[src/rtl/ws2812_pkg.sv]
// Timing constants shared by the WS2812 bit driver and the frame controller.
// Derived from the LED protocol at a given clock rate in MHz.
package ws2812_pkg;

  localparam int RGB_W = 24;

  typedef enum logic [1:0] {
    IDLE = 2'd0,
    PEND = 2'd1,
    SWAP = 2'd2
  } frame_state_e;

  // One bit slot is 1.25 us, rounded up to whole clocks.
  function automatic int t_period(input int clk_mhz);
    return (clk_mhz * 1250 + 999) / 1000;
  endfunction

  // Latch/reset gap of 280 us.
  function automatic int t_reset(input int clk_mhz);
    return clk_mhz * 280;
  endfunction

  // One reset gap plus a full frame, with one extra LED slot of margin.
  function automatic int holdoff_default(input int clk_mhz, input int num_leds);
    return t_reset(clk_mhz) + 1 + RGB_W * (num_leds + 1) * (t_period(clk_mhz) + 1);
  endfunction

endpackage

[src/rtl/ws2812_frame_ctrl_if.sv]
// Two independent pixel-write requesters feeding the frame controller.
interface ws2812_frame_ctrl_if #(
  parameter int AW = 3
);
  logic          wr0_valid;
  logic [AW-1:0] wr0_addr;
  logic [23:0]   wr0_rgb;
  logic          wr0_ready;
  logic          wr1_valid;
  logic [AW-1:0] wr1_addr;
  logic [23:0]   wr1_rgb;
  logic          wr1_ready;

  modport master (
    output wr0_valid, wr0_addr, wr0_rgb,
    input  wr0_ready,
    output wr1_valid, wr1_addr, wr1_rgb,
    input  wr1_ready
  );

  modport slave (
    input  wr0_valid, wr0_addr, wr0_rgb,
    output wr0_ready,
    input  wr1_valid, wr1_addr, wr1_rgb,
    output wr1_ready
  );
endinterface

[src/rtl/ws2812_rr_arb2.sv]
// Two-way round-robin arbiter; priority flips to the other side after a grant is used.
module ws2812_rr_arb2 (
  input  logic       clk,
  input  logic       rst,
  input  logic [1:0] req,
  input  logic       advance,
  output logic [1:0] grant
);
  logic prio_q, prio_d;

  always_comb begin
    grant = 2'b00;
    if (req[0] && (!req[1] || !prio_q)) grant = 2'b01;
    else if (req[1])                    grant = 2'b10;
  end

  always_comb begin
    prio_d = prio_q;
    if (advance) prio_d = grant[0];
  end

  always_ff @(posedge clk) begin
    if (rst) prio_q <= 1'b0;
    else     prio_q <= prio_d;
  end
endmodule

[src/rtl/ws2812_frame_ctrl.sv]
// Double-buffered WS2812 frame store: writers fill a shadow frame, a commit
// publishes it atomically to the active frame, rate-limited by a holdoff counter.
module ws2812_frame_ctrl
  import ws2812_pkg::*;
#(
  parameter int NUM_LEDS = 8,
  parameter int CLK_MHZ  = 12,
  parameter int HOLDOFF  = holdoff_default(CLK_MHZ, NUM_LEDS),
  localparam int AW      = ($clog2(NUM_LEDS) > 1) ? $clog2(NUM_LEDS) : 1
) (
  input  logic                      clk,
  input  logic                      reset,
  ws2812_frame_ctrl_if.slave        wr,
  input  logic                      commit,
  output logic                      commit_done,
  output logic                      busy,
  output logic [RGB_W*NUM_LEDS-1:0] packed_rgb_data,
  output logic                      drv_reset
);
  localparam int CW = $clog2(HOLDOFF + 1);
  localparam logic [CW-1:0] HOLD_LOAD = CW'(HOLDOFF - 1);

  frame_state_e              state_q, state_d;
  logic [CW-1:0]             hold_q, hold_d;
  logic [RGB_W*NUM_LEDS-1:0] shadow_q, shadow_d;
  logic [RGB_W*NUM_LEDS-1:0] active_q, active_d;
  logic [1:0]                grant;
  logic                      advance;
  logic [AW-1:0]             wr_addr;
  logic [RGB_W-1:0]          wr_rgb;

  ws2812_rr_arb2 u_arb (
    .clk     (clk),
    .rst     (reset),
    .req     ({wr.wr1_valid, wr.wr0_valid}),
    .advance (advance),
    .grant   (grant)
  );

  assign wr.wr0_ready = grant[0] && (state_q != SWAP);
  assign wr.wr1_ready = grant[1] && (state_q != SWAP);
  assign advance      = wr.wr0_ready || wr.wr1_ready;
  assign wr_addr      = grant[1] ? wr.wr1_addr : wr.wr0_addr;
  assign wr_rgb       = grant[1] ? wr.wr1_rgb  : wr.wr0_rgb;

  // Out-of-range addresses match no slot, so they are accepted and dropped.
  always_comb begin
    shadow_d = shadow_q;
    for (int n = 0; n < NUM_LEDS; n++) begin
      if (advance && (int'(wr_addr) == n)) shadow_d[RGB_W*n +: RGB_W] = wr_rgb;
    end
  end

  // Counter is loaded on entry to SWAP so successive SWAPs are exactly HOLDOFF apart.
  always_comb begin
    state_d  = state_q;
    hold_d   = hold_q;
    active_d = active_q;
    if (hold_q != '0) hold_d = hold_q - CW'(1);
    case (state_q)
      IDLE: if (commit) state_d = PEND;
      PEND: begin
        if (hold_q == '0) begin
          state_d = SWAP;
          hold_d  = HOLD_LOAD;
        end
      end
      SWAP: begin
        state_d  = IDLE;
        active_d = shadow_q;
      end
      default: state_d = IDLE;
    endcase
  end

  always_ff @(posedge clk) begin
    if (reset) begin
      state_q  <= IDLE;
      hold_q   <= '0;
      shadow_q <= '0;
      active_q <= '0;
    end else begin
      state_q  <= state_d;
      hold_q   <= hold_d;
      shadow_q <= shadow_d;
      active_q <= active_d;
    end
  end

  assign commit_done     = (state_q == SWAP) && !reset;
  assign drv_reset       = reset || (state_q == SWAP);
  assign busy            = (state_q != IDLE);
  assign packed_rgb_data = active_q;
endmodule
[src/flat_wrapper.sv]
// flat-port wrapper written by rule: the top's interface ports become plain ports
module ws2812_frame_ctrl_flat import ws2812_pkg::*;
#(
  parameter int NUM_LEDS = 8,
  parameter int CLK_MHZ  = 12,
  parameter int HOLDOFF  = holdoff_default(CLK_MHZ, NUM_LEDS),
  localparam int AW      = ($clog2(NUM_LEDS) > 1) ? $clog2(NUM_LEDS) : 1
)
  (clk, reset, commit, commit_done, busy, packed_rgb_data, drv_reset, wr_wr0_valid, wr_wr0_addr, wr_wr0_rgb, wr_wr0_ready, wr_wr1_valid, wr_wr1_addr, wr_wr1_rgb, wr_wr1_ready);
  ws2812_frame_ctrl_if wr_i ();
  input  logic clk;
  input  logic reset;
  input  logic commit;
  output logic commit_done;
  output logic busy;
  output logic [RGB_W*NUM_LEDS-1:0] packed_rgb_data;
  output logic drv_reset;
  input wire logic [$bits(wr_i.wr0_valid)-1:0] wr_wr0_valid;
  input wire logic [$bits(wr_i.wr0_addr)-1:0] wr_wr0_addr;
  input wire logic [$bits(wr_i.wr0_rgb)-1:0] wr_wr0_rgb;
  output wire logic [$bits(wr_i.wr0_ready)-1:0] wr_wr0_ready;
  input wire logic [$bits(wr_i.wr1_valid)-1:0] wr_wr1_valid;
  input wire logic [$bits(wr_i.wr1_addr)-1:0] wr_wr1_addr;
  input wire logic [$bits(wr_i.wr1_rgb)-1:0] wr_wr1_rgb;
  output wire logic [$bits(wr_i.wr1_ready)-1:0] wr_wr1_ready;
  assign wr_i.wr0_valid = wr_wr0_valid;
  assign wr_i.wr0_addr = wr_wr0_addr;
  assign wr_i.wr0_rgb = wr_wr0_rgb;
  assign wr_wr0_ready = wr_i.wr0_ready;
  assign wr_i.wr1_valid = wr_wr1_valid;
  assign wr_i.wr1_addr = wr_wr1_addr;
  assign wr_i.wr1_rgb = wr_wr1_rgb;
  assign wr_wr1_ready = wr_i.wr1_ready;
  ws2812_frame_ctrl #(.NUM_LEDS(NUM_LEDS), .CLK_MHZ(CLK_MHZ), .HOLDOFF(HOLDOFF)) u_core (.clk(clk), .reset(reset), .wr(wr_i), .commit(commit), .commit_done(commit_done), .busy(busy), .packed_rgb_data(packed_rgb_data), .drv_reset(drv_reset));
endmodule
[config.mk]
export PLATFORM = sky130hd
export DESIGN_NAME = ws2812_frame_ctrl_flat
export DESIGN_NICKNAME = d
export VERILOG_FILES = /design/src/rtl/ws2812_pkg.sv /design/src/rtl/ws2812_frame_ctrl_if.sv /design/src/rtl/ws2812_rr_arb2.sv /design/src/rtl/ws2812_frame_ctrl.sv /design/src/flat_wrapper.sv
export SDC_FILE = /design/constraint.sdc
export NUM_CORES = 1
export LEC_CHECK = 0
export BUFFER_PORTS_ARGS = -buffer_cell sky130_fd_sc_hd__buf_2
export CAP_MARGIN = 15
export CORE_UTILIZATION = 35
export CTS_CLUSTER_SIZE = 40
export DETAILED_ROUTE_END_ITERATION = 10
export PLACE_DENSITY = 0.6
export SLEW_MARGIN = 25
export SYNTH_ARGS = -nofsm -noshare
export SYNTH_HDL_FRONTEND = slang
export SYNTH_SLANG_ARGS = --single-unit
[constraint.sdc]
create_clock -name clk -period 2.52 [get_ports clk]
set_input_delay 0.126 -clock clk [delete_from_list [all_inputs] [get_ports clk]]
set_output_delay 0.126 -clock clk [all_outputs]
set_load 0.01 [all_outputs]
==> results.txt, run 1 <==
- Number of buffers on the longest clock path: 3
* Clock transition time at the flip-flop clock pins of the worst setup and hold paths: 0.06 ns
* R2r endpoint: u_core.hold_q[8]
- Depth of the worst register-to-register path: 6
* Final critical delay including setup and external delays: 2.24 ns
* Slew margin rel.: 46.3%
* Worst skew pair latency: 0.56 ns
- The root buffer cell chosen for the clock tree is sky130_fd_sc_hd__clkbuf_16.
- Post-Synthesis Cells: 1658
* Final setup vio count: 0
- For this design, the sink count on the clock tree is 400.
- Hold Path Stages: 2
* Die area: 0.0443 mm^2
- Of all flip-flops after synthesis, the portion carrying an async set or reset was 0%.
- In the global route stage, overall resource usage came out at 20.2%.
- Sorting the synthesized cells by area gives the leading types as sky130_fd_sc_hd__dfxtp_1, sky130_fd_sc_hd__mux2i_1, sky130_fd_sc_hd__nand2_1.
- After detailed routing, the wire length on met1 is 20900 um.
- Measured along the x axis, the die boundary spans 210 um.
- Met2 routed WL: 21800 um
- CP arrival: 2.11 ns
- Most frequent cells in the layout: sky130_fd_sc_hd__dfxtp_1, sky130_fd_sc_hd__nand2_1, sky130_fd_sc_hd__buf_2
- Synthesized Nets: 1720
- The H-tree generated during clock tree synthesis spans 2 levels.
- For this run, the leading register cell type out of synthesis is sky130_fd_sc_hd__dfxtp_1.
* Number of different library cells in the post-synthesis netlist: 42
* Post-route clock skew: 0.0151 ns
- The worst-case IR drop observed on VDD is 0.432 mV.
- Worst min path class: in2reg
- The detailed router finished its first iteration with 801 violations.
- Total vias in the final route: 12100
- Reg-to-reg startpoint: u_core.hold_q[0]
- TritonCTS built the clock tree.
* Final Max Tran Viols: 0
- The flow ran to the end, and the final reports show no timing, DRC or antenna violations.
- EDFF count, synth: 0
- Summed over all instances, the cell type with the most area after synthesis is sky130_fd_sc_hd__dfxtp_1.
- Detailed placement finished with a half-perimeter wire length of 27800 um.
* Chip Height: 210 um
* Worst Hold End: u_core.packed_rgb_data[172]
- Commonest non-fill, non-tap cell in the layout: sky130_fd_sc_hd__dfxtp_1
* I/O pins: 256
* Total Negative Setup Slacks: 0 ns
- Once the floorplan was initialized, standard cells occupied 35.4% of the core.
- Share of the synthesized area in the top cell type: 52.6%
- DRC violation count after routing: 0
* Buffers on Ports: 255
* Share of cells above drive strength 1: 20.9%
* Cell row count: 76
- Signal routing reaches up to met5.
- Setup repair after global routing left no endpoint under its margin.
* Routed len/inst: 18.2 um
- The core region is 0.0430 mm^2.
- The final layout contains 1944 nets.
- Setup slack on the worst reg-to-reg path comes out at 0.46 ns.
- Data required time at the worst endpoint: 2.39 ns
- Number of buffers created by CTS: 44
- The critical path is of the reg2out type.
- Power spread over the standard cell area amounts to 797 mW/mm^2.
* GPL Wtd Cong: 0.759
- Wire length of the first global-routing pass: 67800 um
- Synth warnings: 0
- Averaged over all synthesized cells, the footprint is 9.17 um^2.
- Residual antenna-violating net count after detailed routing: 0
* Overall power: 14.9 mW
* Endpoints failing hold: 0
- Slew at the pin with the worst max-slew slack: 0.806 ns
* Number of gates given a new drive strength after cts: 0
- Reported leakage power: 8.39 nW
- Maximum number of pins on one net before global-route repair: 142
- Post-layout util: 43.5%
- Number of antenna violations at the first check in global routing: 6
- STA classifies the critical path startpoint as a flip-flop.
- Setup slack at placement: 0.466 ns
- Tcrit/Tclk final: 88.8%
- Crit end category: output pin
- After layout, the worst setup slack is 0.283 ns.
* Launch instance of the worst min-delay path: reset
- Wires add up to 45600 um.
- Compared with the post-synthesis result, the final layout area differs by 23.1%.
* Netlist area before placement: 0.0152 mm^2
* Worst slack on hold paths: 0.0410 ns
* Number of vias per cell after detailed routing: 4.83
- For this run, the register share of the synthesized area comes to 52.6%.
- Grt total ovfl: 0
- For this run, the top clock speed supported by timing is 447 MHz.
- Wire length on met3: 1910 um
- Along the worst path, the maximum fanout reaches 141.
- Detailed Routing Iterations Pass 1: 5
- Maximum Capacitance Violations: 0
* Setup bufs post-CTS: 0
- Yosys reg bits: 400
* Via count of the first global-routing pass: 11400
==> flip-flops by register name, indices dropped and copies added, names as in the netlist <==
name	flops
u_core.packed_rgb_data	192
u_core.shadow_q	192
u_core.hold_q	13
u_core.state_q	2
u_core.u_arb.prio_q	1
==> kinds of logic after synthesis <==
| kind of cell | share of synthesized area [%] |
|---|---|
| AOI/OAI and AO/OA | 10.3 |
| xor gates and xnor gates | 0.0576 |
| adders and majority gates | 0.247 |
| buffers and inverters | 3.50 |
| DFF | 52.6 |
| muxes | 12.6 |
| and+or+nand+nor | 20.6 |
==> per-stage QoR <==
step / area, um^2 / std cells
after CTS: 18700 / 2502
after global placement: 17200 / 2418
after detailed placement: 17200 / 2418
after floorplan: 15200 / 1658
final: 18700 / 2505
after global routing: 18700 / 2504
==> routing by layer <==
| layer | track usage (%) | vias up |
|---|---|---|
| met5 | 0 | - |
| met3 | 3.16 | 61 |
| met4 | 6.60 | 2 |
| met1 | 26.6 | 5818 |
| li1 | - | 5959 |
| met2 | 33.9 | 269 |
==> timing repair <==
action / 4_1_cts / 5_1_grt
endpoints found under the setup margin: 0 / 0
hold endpoints to repair: 2 / 0
hold buffers: 3 / 0
==> cells in the mapped netlist, types with 3 or more instances <==
library cell               instances
sky130_fd_sc_hd__buf_2            17
sky130_fd_sc_hd__nor2_1           11
sky130_fd_sc_hd__a21oi_1         201
sky130_fd_sc_hd__inv_1             4
sky130_fd_sc_hd__buf_1             6
sky130_fd_sc_hd__or2_2             4
sky130_fd_sc_hd__a21boi_0         24
sky130_fd_sc_hd__ha_1              3
sky130_fd_sc_hd__dfxtp_1         400
sky130_fd_sc_hd__o21bai_1         25
sky130_fd_sc_hd__and3_1           27
sky130_fd_sc_hd__mux2i_1         192
sky130_fd_sc_hd__or3_1             3
sky130_fd_sc_hd__buf_4             8
sky130_fd_sc_hd__clkbuf_1         93
sky130_fd_sc_hd__o22a_1            4
sky130_fd_sc_hd__nor4_1            3
sky130_fd_sc_hd__nand2_1         391
sky130_fd_sc_hd__nand4_1           4
sky130_fd_sc_hd__nor3_1            6
sky130_fd_sc_hd__a211oi_1          3
sky130_fd_sc_hd__nand2b_1        199
sky130_fd_sc_hd__o32a_1            4
==> how the worst max path moves through the flow <==
stage | start | to | slack, ns | cells past startpoint
4_1_cts | u_core.state_q[0] | wr_wr1_ready | 0.17 | 4
2_1_floorplan | u_core.hold_q[0] | u_core.hold_q[8] | 0.63 | 6
3_5_place_dp | u_core.hold_q[0] | u_core.hold_q[8] | 0.47 | 6
3_3_place_gp | u_core.hold_q[0] | u_core.hold_q[8] | 0.51 | 6
6_report | u_core.state_q[0] | wr_wr1_ready | 0.28 | 4
5_1_grt | u_core.state_q[0] | wr_wr1_ready | 0.07 | 4
==> critical path, stage by stage (launching register included) <==
cell and delay [ns]:
sky130_fd_sc_hd__dfxtp_1 0.44, sky130_fd_sc_hd__nand2b_4 0.24, sky130_fd_sc_hd__buf_12 0.44, sky130_fd_sc_hd__and3_1 0.25, sky130_fd_sc_hd__buf_2 0.12
==> cell type report <==
cell class              instances  area, um^2
fillers                      4273       24300
flip-flops and latches        400        8010
multi-input cells            1130        6780
repair buffers                302        1720
clock buffers                  67        1320
well taps                     585         732
clock inverters                14         136
inverters                       4        15.0
diodes                          3        7.51
==> power breakdown <==
group          total, mW  internal [mW]  switching, mW
Sequential          6.76           6.56          0.202
Combinational       1.71          0.666           1.05
Clock               6.43           3.82           2.61
Total               14.9           11.0           3.86
(Power assumes the default switching activity.)
==> run 2: changes to the inputs <==
--- a/config.mk
+++ b/config.mk
@@ -7,10 +7,11 @@
 export LEC_CHECK = 0
 export BUFFER_PORTS_ARGS = -buffer_cell sky130_fd_sc_hd__buf_2
 export CAP_MARGIN = 15
-export CORE_UTILIZATION = 35
+export CORE_MARGIN = 5
+export CORE_UTILIZATION = 29
 export CTS_CLUSTER_SIZE = 40
 export DETAILED_ROUTE_END_ITERATION = 10
-export PLACE_DENSITY = 0.6
+export PLACE_DENSITY = 0.53
 export SLEW_MARGIN = 25
 export SYNTH_ARGS = -nofsm -noshare
 export SYNTH_HDL_FRONTEND = slang
==> results.txt, run 2 (synthesis results as in run 1) <==
* Result of the run: finished, final reports clean (unchanged)
- Detailed Routing Iterations Pass 1: 6 (was 5)
- Switching part of the total power: 25.6% (was 25.9%)
- Number of antenna violations at the first check in global routing: 9 (was 6)
- The number of cells on the worst hold path was 2 (unchanged).
- Worst path bufs/invs: 2 (unchanged)
- Share of cells above drive strength 1: 21.1% (was 20.9%)
- Final setup vio count: 0 (unchanged)
- Net switching power of the design: 3.93 mW (was 3.86 mW)
- Buffers on Ports: 255 (unchanged)
- The post-detailed-route via-to-cell ratio was 4.63 (was 4.83).
- The final routed DRC violation total is 0 (unchanged).
- The capturing element type of the critical path is an output pin (unchanged).
* Number of clock sinks: 400 (unchanged)
* Deepest level of the CTS H-tree: 2 (unchanged)
* Cell with the largest stage delay on the worst path: sky130_fd_sc_hd__dfxtp_1 (unchanged)
- The placer's final routability congestion estimate is 0.779 (was 0.759).
- Final critical delay including setup and external delays: 2.20 ns (was 2.24 ns)
- The clock-pin slew on the worst setup and hold paths was 0.06 ns (about the same).
- Dominant delay contributor by cell family on the critical path: buffers and inverters (unchanged)
- The remaining antenna violation count is 0 (unchanged).
- The via count of the first global-routing pass was 11600 (was 11400).
* Synthesis-to-finish area growth: 24.5% (was 23.1%)
- The critical path startpoint category is a flip-flop (unchanged).
* Depth of the worst register-to-register path: 7 (was 6)
* Most frequent cells in the layout: sky130_fd_sc_hd__dfxtp_1, sky130_fd_sc_hd__nand2_1, sky130_fd_sc_hd__buf_2 (unchanged)
- VDD IR max: 0.461 mV (was 0.432 mV)
- Total vias in the final route: 12100 (about the same)
* Cell row count: 84 (was 76)
- HPWL after DPL: 30800 um (was 27800 um)
* Chip Height: 239 um (was 210 um)
- The post-route core utilization was 36.2% (was 43.5%).
- Number of DRC markers in iteration 0: 797 (was 801)
- Worst-path cell chain: nand2b_4 -> buf_12 -> and3_1 -> buf_2 (unchanged).
- I/O pins: 256 (unchanged)
* Overall routing resource usage: 16.4% (was 20.2%)
- The proportion of power drawn by flip-flops and latches was 44.0% (was 45.4%).
- The achievable clock frequency is 454 MHz (was 447 MHz).
- CORE AREA: 0.0522 mm^2 (was 0.0430 mm^2)
* Cell-internal power: 11.4 mW (was 11.0 mW)
- Cell area power density: 813 mW/mm^2 (was 797 mW/mm^2)
- The count of instances resized after the clock tree is built was 0 (unchanged).
* Slew margin rel.: 39.5% (was 46.3%)
- The most common cell after layout, fill and taps aside is sky130_fd_sc_hd__dfxtp_1 (unchanged).
* Clock tree from TritonCTS: yes (unchanged)
- The pin count of the biggest net entering global routing was 126 (was 142).
* Reported leakage power: 8.43 nW (was 8.39 nW)
- Total Negative Setup Slacks: 0 ns (unchanged)
- The overall die area is 0.0571 mm^2 (was 0.0443 mm^2).
- The endpoint required time on the critical path came to 2.39 ns (about the same).
- Post-route clock skew: 0.0157 ns (was 0.0151 ns)
* Grt total ovfl: 0 (unchanged)
- The insertion delay to the later sink of the worst-skew pair is 0.56 ns (about the same).
- Root Driver: sky130_fd_sc_hd__clkbuf_16 (unchanged)
* Number of buffers on the longest clock path: 3 (unchanged)
- Relative contribution of combinational cells to total power: 11.4% (was 11.5%)
- Slew at the pin with the worst max-slew slack: 0.908 ns (was 0.806 ns)
- Hold-fix buffers, CTS: 2 (was 3)
* Wire length of the first global-routing pass: 71900 um (was 67800 um)
* Peak per-stage delay on the critical path: 0.46 ns (was 0.44 ns)
- The number of buffers inserted during clock tree synthesis is 46 (was 44).
- Unrepaired setup endpoints after global routing: no (unchanged)
* Maximum Capacitance Violations: 0 (unchanged)
- The type of the tightest min-delay check is in2reg (unchanged).
- The cell depth of the worst setup path is 4 (unchanged).
- The post-CTS setup repair buffer count is 0 (unchanged).
- Worst Path Class, Setup: reg2out (unchanged)
- The number of hold violations in the final report is 0 (unchanged).
- The initial core utilization came to 29.1% (was 35.4%).
- The aggregate routed wire length is 48900 um (was 45600 um).
- Routed len/inst: 18.8 um (was 18.2 um)
* Proportion of power drawn by the clock network: 44.6% (was 43.1%)
- Crit Path Max Fanout: 119 (was 141)
- The overall die width is 239 um (was 210 um).
- Final Max Tran Viols: 0 (unchanged)
- Tcrit/Tclk final: 87.5% (was 88.8%)
* CP arrival: 2.08 ns (was 2.11 ns)
* Nets: 1940 (was 1944)
run 2: cell count changes in the layout (fill, tap and decap cells not counted), moves of 2 or more:
cell                        previous run  this run
sky130_fd_sc_hd__buf_4                38        33
sky130_fd_sc_hd__clkbuf_1             11         7
sky130_fd_sc_hd__clkbuf_16            45        49
sky130_fd_sc_hd__clkbuf_8             11        13
sky130_fd_sc_hd__inv_6                 2         0
sky130_fd_sc_hd__o22a_1                4         2
sky130_fd_sc_hd__o22a_2                0         2
sky130_fd_sc_hd__o32a_1                2         0
sky130_fd_sc_hd__o32a_2                2         4
run 2: final cells by class:
| cell class | count | area, um^2 |
|---|---|---|
| timing repair buffer | 296 | 1670 |
| antenna | 4 | 10.0 |
| tap | 688 | 861 |
| clock inverter | 12 | 148 |
| multi-input combinational | 1130 | 6780 |
| sequential | 400 | 8010 |
| clock buffer | 69 | 1430 |
| fill | 5352 | 33300 |
| inverter | 4 | 15.0 |
run 2: final timing paths:
path / from / to / slack [ns]
worst min-delay path: reset / u_core.packed_rgb_data[178] / 0.07
worst max-delay path: u_core.state_q[0] / wr_wr1_ready / 0.32
worst max register to register: u_core.hold_q[0] / u_core.hold_q[1] / 0.45
worst min register to register: u_core.shadow_q[80] / u_core.packed_rgb_data[80] / 0.44
run 2: metal layers:
metal	routed length (um)	vias up	GRT usage [%]
met1	22100	5691	21.8
li1	-	5949	-
met3	2780	95	4.01
met4	1800	6	6.00
met2	22100	321	26.0
met5	46	-	0
run 2: per-stage QoR:
stage / cells / hold slack [ns] / power [mW] / setup slack [ns] / cell area, um^2
2_1_floorplan: 1658 / 0.299 / 8.00 / 0.630 / 15200
3_3_place_gp: 2516 / 0.435 / 8.60 / 0.491 / 17300
3_5_place_dp: 2516 / 0.443 / 8.65 / 0.465 / 17300
4_1_cts: 2599 / 0.0539 / 15.6 / 0.234 / 18900
5_1_grt: 2603 / 0.0824 / 16.1 / 0.163 / 18900
6_report: 2603 / 0.0730 / 15.4 / 0.316 / 18900
run 2: worst register-to-register path: stages (launching register included):
cell and delay, ns:
sky130_fd_sc_hd__dfxtp_1 0.32, sky130_fd_sc_hd__inv_1 0.11, sky130_fd_sc_hd__ha_1 0.18, sky130_fd_sc_hd__nor4b_1 0.31
sky130_fd_sc_hd__buf_4 0.20, sky130_fd_sc_hd__nand3_1 0.17, sky130_fd_sc_hd__o21bai_1 0.52, sky130_fd_sc_hd__a211oi_1 0.11
run 2: power groups by stage:
stage	Clock [mW]	Sequential, mW	Combinational (mW)
5_1_grt	7.34	6.80	1.93
3_5_place_dp	0	6.90	1.75
3_3_place_gp	0	6.89	1.71
2_1_floorplan	0	6.85	1.15
4_1_cts	7.07	6.76	1.76
6_report	6.86	6.77	1.75
==> run 3: changes to the inputs <==
--- a/config.mk
+++ b/config.mk
@@ -12,6 +12,7 @@
 export CTS_CLUSTER_SIZE = 40
 export DETAILED_ROUTE_END_ITERATION = 10
 export PLACE_DENSITY = 0.53
+export REMOVE_ABC_BUFFERS = 1
 export SLEW_MARGIN = 25
 export SYNTH_ARGS = -nofsm -noshare
 export SYNTH_HDL_FRONTEND = slang
==> results.txt, run 3 (synthesis results as in run 1) <==
- HPWL after DPL: 28700 um (was 30800 um)
- DRC violation count after routing: 0 (unchanged)
* Worst skew pair latency: 0.57 ns (was 0.56 ns)
- The vertical die dimension was 239 um (unchanged).
- The cell at the root of the clock tree was sky130_fd_sc_hd__clkbuf_16 (unchanged).
- The initial antenna violation count was 4 (was 9).
- Detailed Routing Iterations Pass 1: 5 (was 6)
- Result of the run: finished, final reports clean (unchanged)
* Crit Path Max Fanout: 143 (was 119)
* Post-route clock skew: 0.0111 ns (was 0.0157 ns)
- Overall die width: 239 um (unchanged)
* Final critical delay including setup and external delays: 2.32 ns (was 2.20 ns)
* Area of combinational cells with multiple inputs: 0.00670 mm^2 (was 0.00678 mm^2)
- The aggregate routed wire length is 45100 um (was 48900 um).
* Total Negative Setup Slacks: 0 ns (unchanged)
- Starting Density: 29.1% (unchanged)
* Post-layout util: 36.6% (was 36.2%)
* Area occupied by registers: 0.00801 mm^2 (unchanged)
- Number of cells in the design after placement: 2541 (was 2516)
* GPL Wtd Cong: 0.781 (was 0.779)
- The worst setup path category is reg2out (unchanged).
- Global-route track usage on met2: 24.5% (was 26.0%)
- The capturing element type of the critical path is an output pin (unchanged).
* CP arrival: 2.20 ns (was 2.08 ns)
- The standby leakage power came to 8.62 nW (was 8.43 nW).
- Final Max Tran Viols: 0 (unchanged)
- The remaining antenna violation count came to 0 (unchanged).
- The clock-pin slew on the worst setup and hold paths came to 0.06 ns (about the same).
* CORE AREA: 0.0522 mm^2 (unchanged)
- Maximum Capacitance Violations: 0 (unchanged)
* Share of cells above drive strength 1: 21.2% (was 21.1%)
* Die area: 0.0571 mm^2 (unchanged)
- Setup bufs post-CTS: 0 (unchanged)
- Routed len/inst: 17.1 um (was 18.8 um)
- Slew at the pin with the worst max-slew slack: 0.744 ns (was 0.908 ns)
- The most common cell after layout, fill and taps aside is sky130_fd_sc_hd__dfxtp_1 (unchanged).
- The number of buffers inserted during clock tree synthesis is 46 (unchanged).
- The power per unit of standard cell area was 803 mW/mm^2 (was 813 mW/mm^2).
- Post-detailed-placement cell area: 0.0175 mm^2 (was 0.0173 mm^2)
- The initial detailed-routing violation count is 684 (was 797).
- The count of input and output buffers was 255 (unchanged).
* Unrepaired setup endpoints after global routing: no (unchanged)
* Maximum operating frequency: 431 MHz (was 454 MHz)
* Number of clock sinks: 400 (unchanged)
* Overall routing resource usage: 15.2% (was 16.4%)
- The critical path startpoint category is a flip-flop (unchanged).
* Met1 routing resource usage after global routing: 21.4% (was 21.8%)
- Gr busiest metal: met2 (unchanged)
- The type of the tightest min-delay check is in2reg (unchanged).
- Most frequent cells in the layout: sky130_fd_sc_hd__dfxtp_1, sky130_fd_sc_hd__nand2_1, sky130_fd_sc_hd__buf_2 (unchanged).
* Maximum number of pins on one net before global-route repair: 144 (was 126)
- Clock tree from TritonCTS: yes (unchanged)
- Post-route cell area: 0.0191 mm^2 (was 0.0189 mm^2)
- The via count of the first global-routing pass is 11900 (was 11600).
- Wire length of the first global-routing pass: 69500 um (was 71900 um)
- The layout-stage area growth over the synthesis result was 25.8% (was 24.5%).
* Number of buffers on the longest clock path: 3 (unchanged)
- The maximum VDD drop is 0.343 mV (was 0.461 mV).
- The post-route total power came to 15.4 mW (about the same).
- The portion of the clock cycle consumed by the worst path in the final layout was 92.1% (was 87.5%).
- Slew margin rel.: 50.4% (was 39.5%)
* Post-layout instance count excluding filler cells: 2631 (was 2603)
- Number of vias per cell after detailed routing: 4.63 (about the same)
- Grt total ovfl: 0 (unchanged)
- The setup slack after layout was 0.199 ns (was 0.316 ns).
* Count of fill cells added during filler insertion: 5343 (was 5352)
- The worst-case setup slack after placement came to 0.494 ns (was 0.465 ns).
- The total setup violations reported at the end of the flow was 0 (unchanged).
- Deepest level of the CTS H-tree: 2 (unchanged)
* I/O pins: 256 (unchanged)
* Met3 layer usage reported by global route: 2.79% (was 4.01%)
- The endpoint required time on the critical path is 2.39 ns (about the same).
- Cell row count: 84 (unchanged)
* Worst slack on hold paths: 0.0882 ns (was 0.0730 ns)
- The total number of nets in the final design was 1966 (was 1940).
- Total vias in the final route: 12200 (was 12100)
- Endpoints failing hold: 0 (unchanged)
[run 3: cell count changes in the layout (fill, tap and decap cells not counted), moves of 3 or more]
| cell | before | now |
|---|---|---|
| sky130_fd_sc_hd__buf_12 | 6 | 11 |
| sky130_fd_sc_hd__buf_4 | 33 | 52 |
| sky130_fd_sc_hd__diode_2 | 4 | 1 |
| sky130_fd_sc_hd__o21bai_1 | 1 | 25 |
| sky130_fd_sc_hd__o21bai_2 | 24 | 0 |
[run 3: timing repair]
item                       4_1_cts  5_1_grt
hold endpoints to repair        20        0
gates resized for setup          0        1
setup endpoints to repair        0        1
hold buffers                     3        0
[run 3: area by class of cell]
cell class / instances / area share [%]
inverter: 4 / 0.0785
multi-input combinational: 1130 / 35.0
antenna: 1 / 0.0131
clock buffer: 67 / 7.11
timing repair buffer: 322 / 10.2
tap: 688 / 4.50
sequential: 400 / 41.8
clock inverter: 19 / 1.24
[run 3: worst max-delay path: stages (launching register included)]
cell,delay [ns]
sky130_fd_sc_hd__dfxtp_1,0.44
sky130_fd_sc_hd__nand2b_4,0.24
sky130_fd_sc_hd__buf_16,0.39
sky130_fd_sc_hd__and3_1,0.25
sky130_fd_sc_hd__buf_2,0.12
[run 3: final timing paths]
| path | start | endpoint | slack (ns) | cells past startpoint |
|---|---|---|---|---|
| worst min-delay path | wr_wr0_addr[2] | u_core.shadow_q[34] | 0.09 | 3 |
| worst max-delay path | u_core.state_q[0] | wr_wr1_ready | 0.20 | 4 |
| worst max register to register | u_core.hold_q[0] | u_core.hold_q[8] | 0.48 | 6 |
| worst min register to register | u_core.shadow_q[22] | u_core.packed_rgb_data[22] | 0.45 | 2 |
[run 3: layer usage]
metal  up-vias  share of wire (%)  wire length, um
li1       6009                  -                -
met1      5833                 48            21500
met2       266                 45            20500
met3        59                5.1             2320
met4         2                1.8              794
met5         -              0.016                7
[run 3: power breakdown]
part,internal (mW),switching [mW],total (mW)
registers,6.56,0.210,6.77
logic,0.690,1.01,1.70
clock network,4.19,2.71,6.89
total,11.4,3.92,15.4
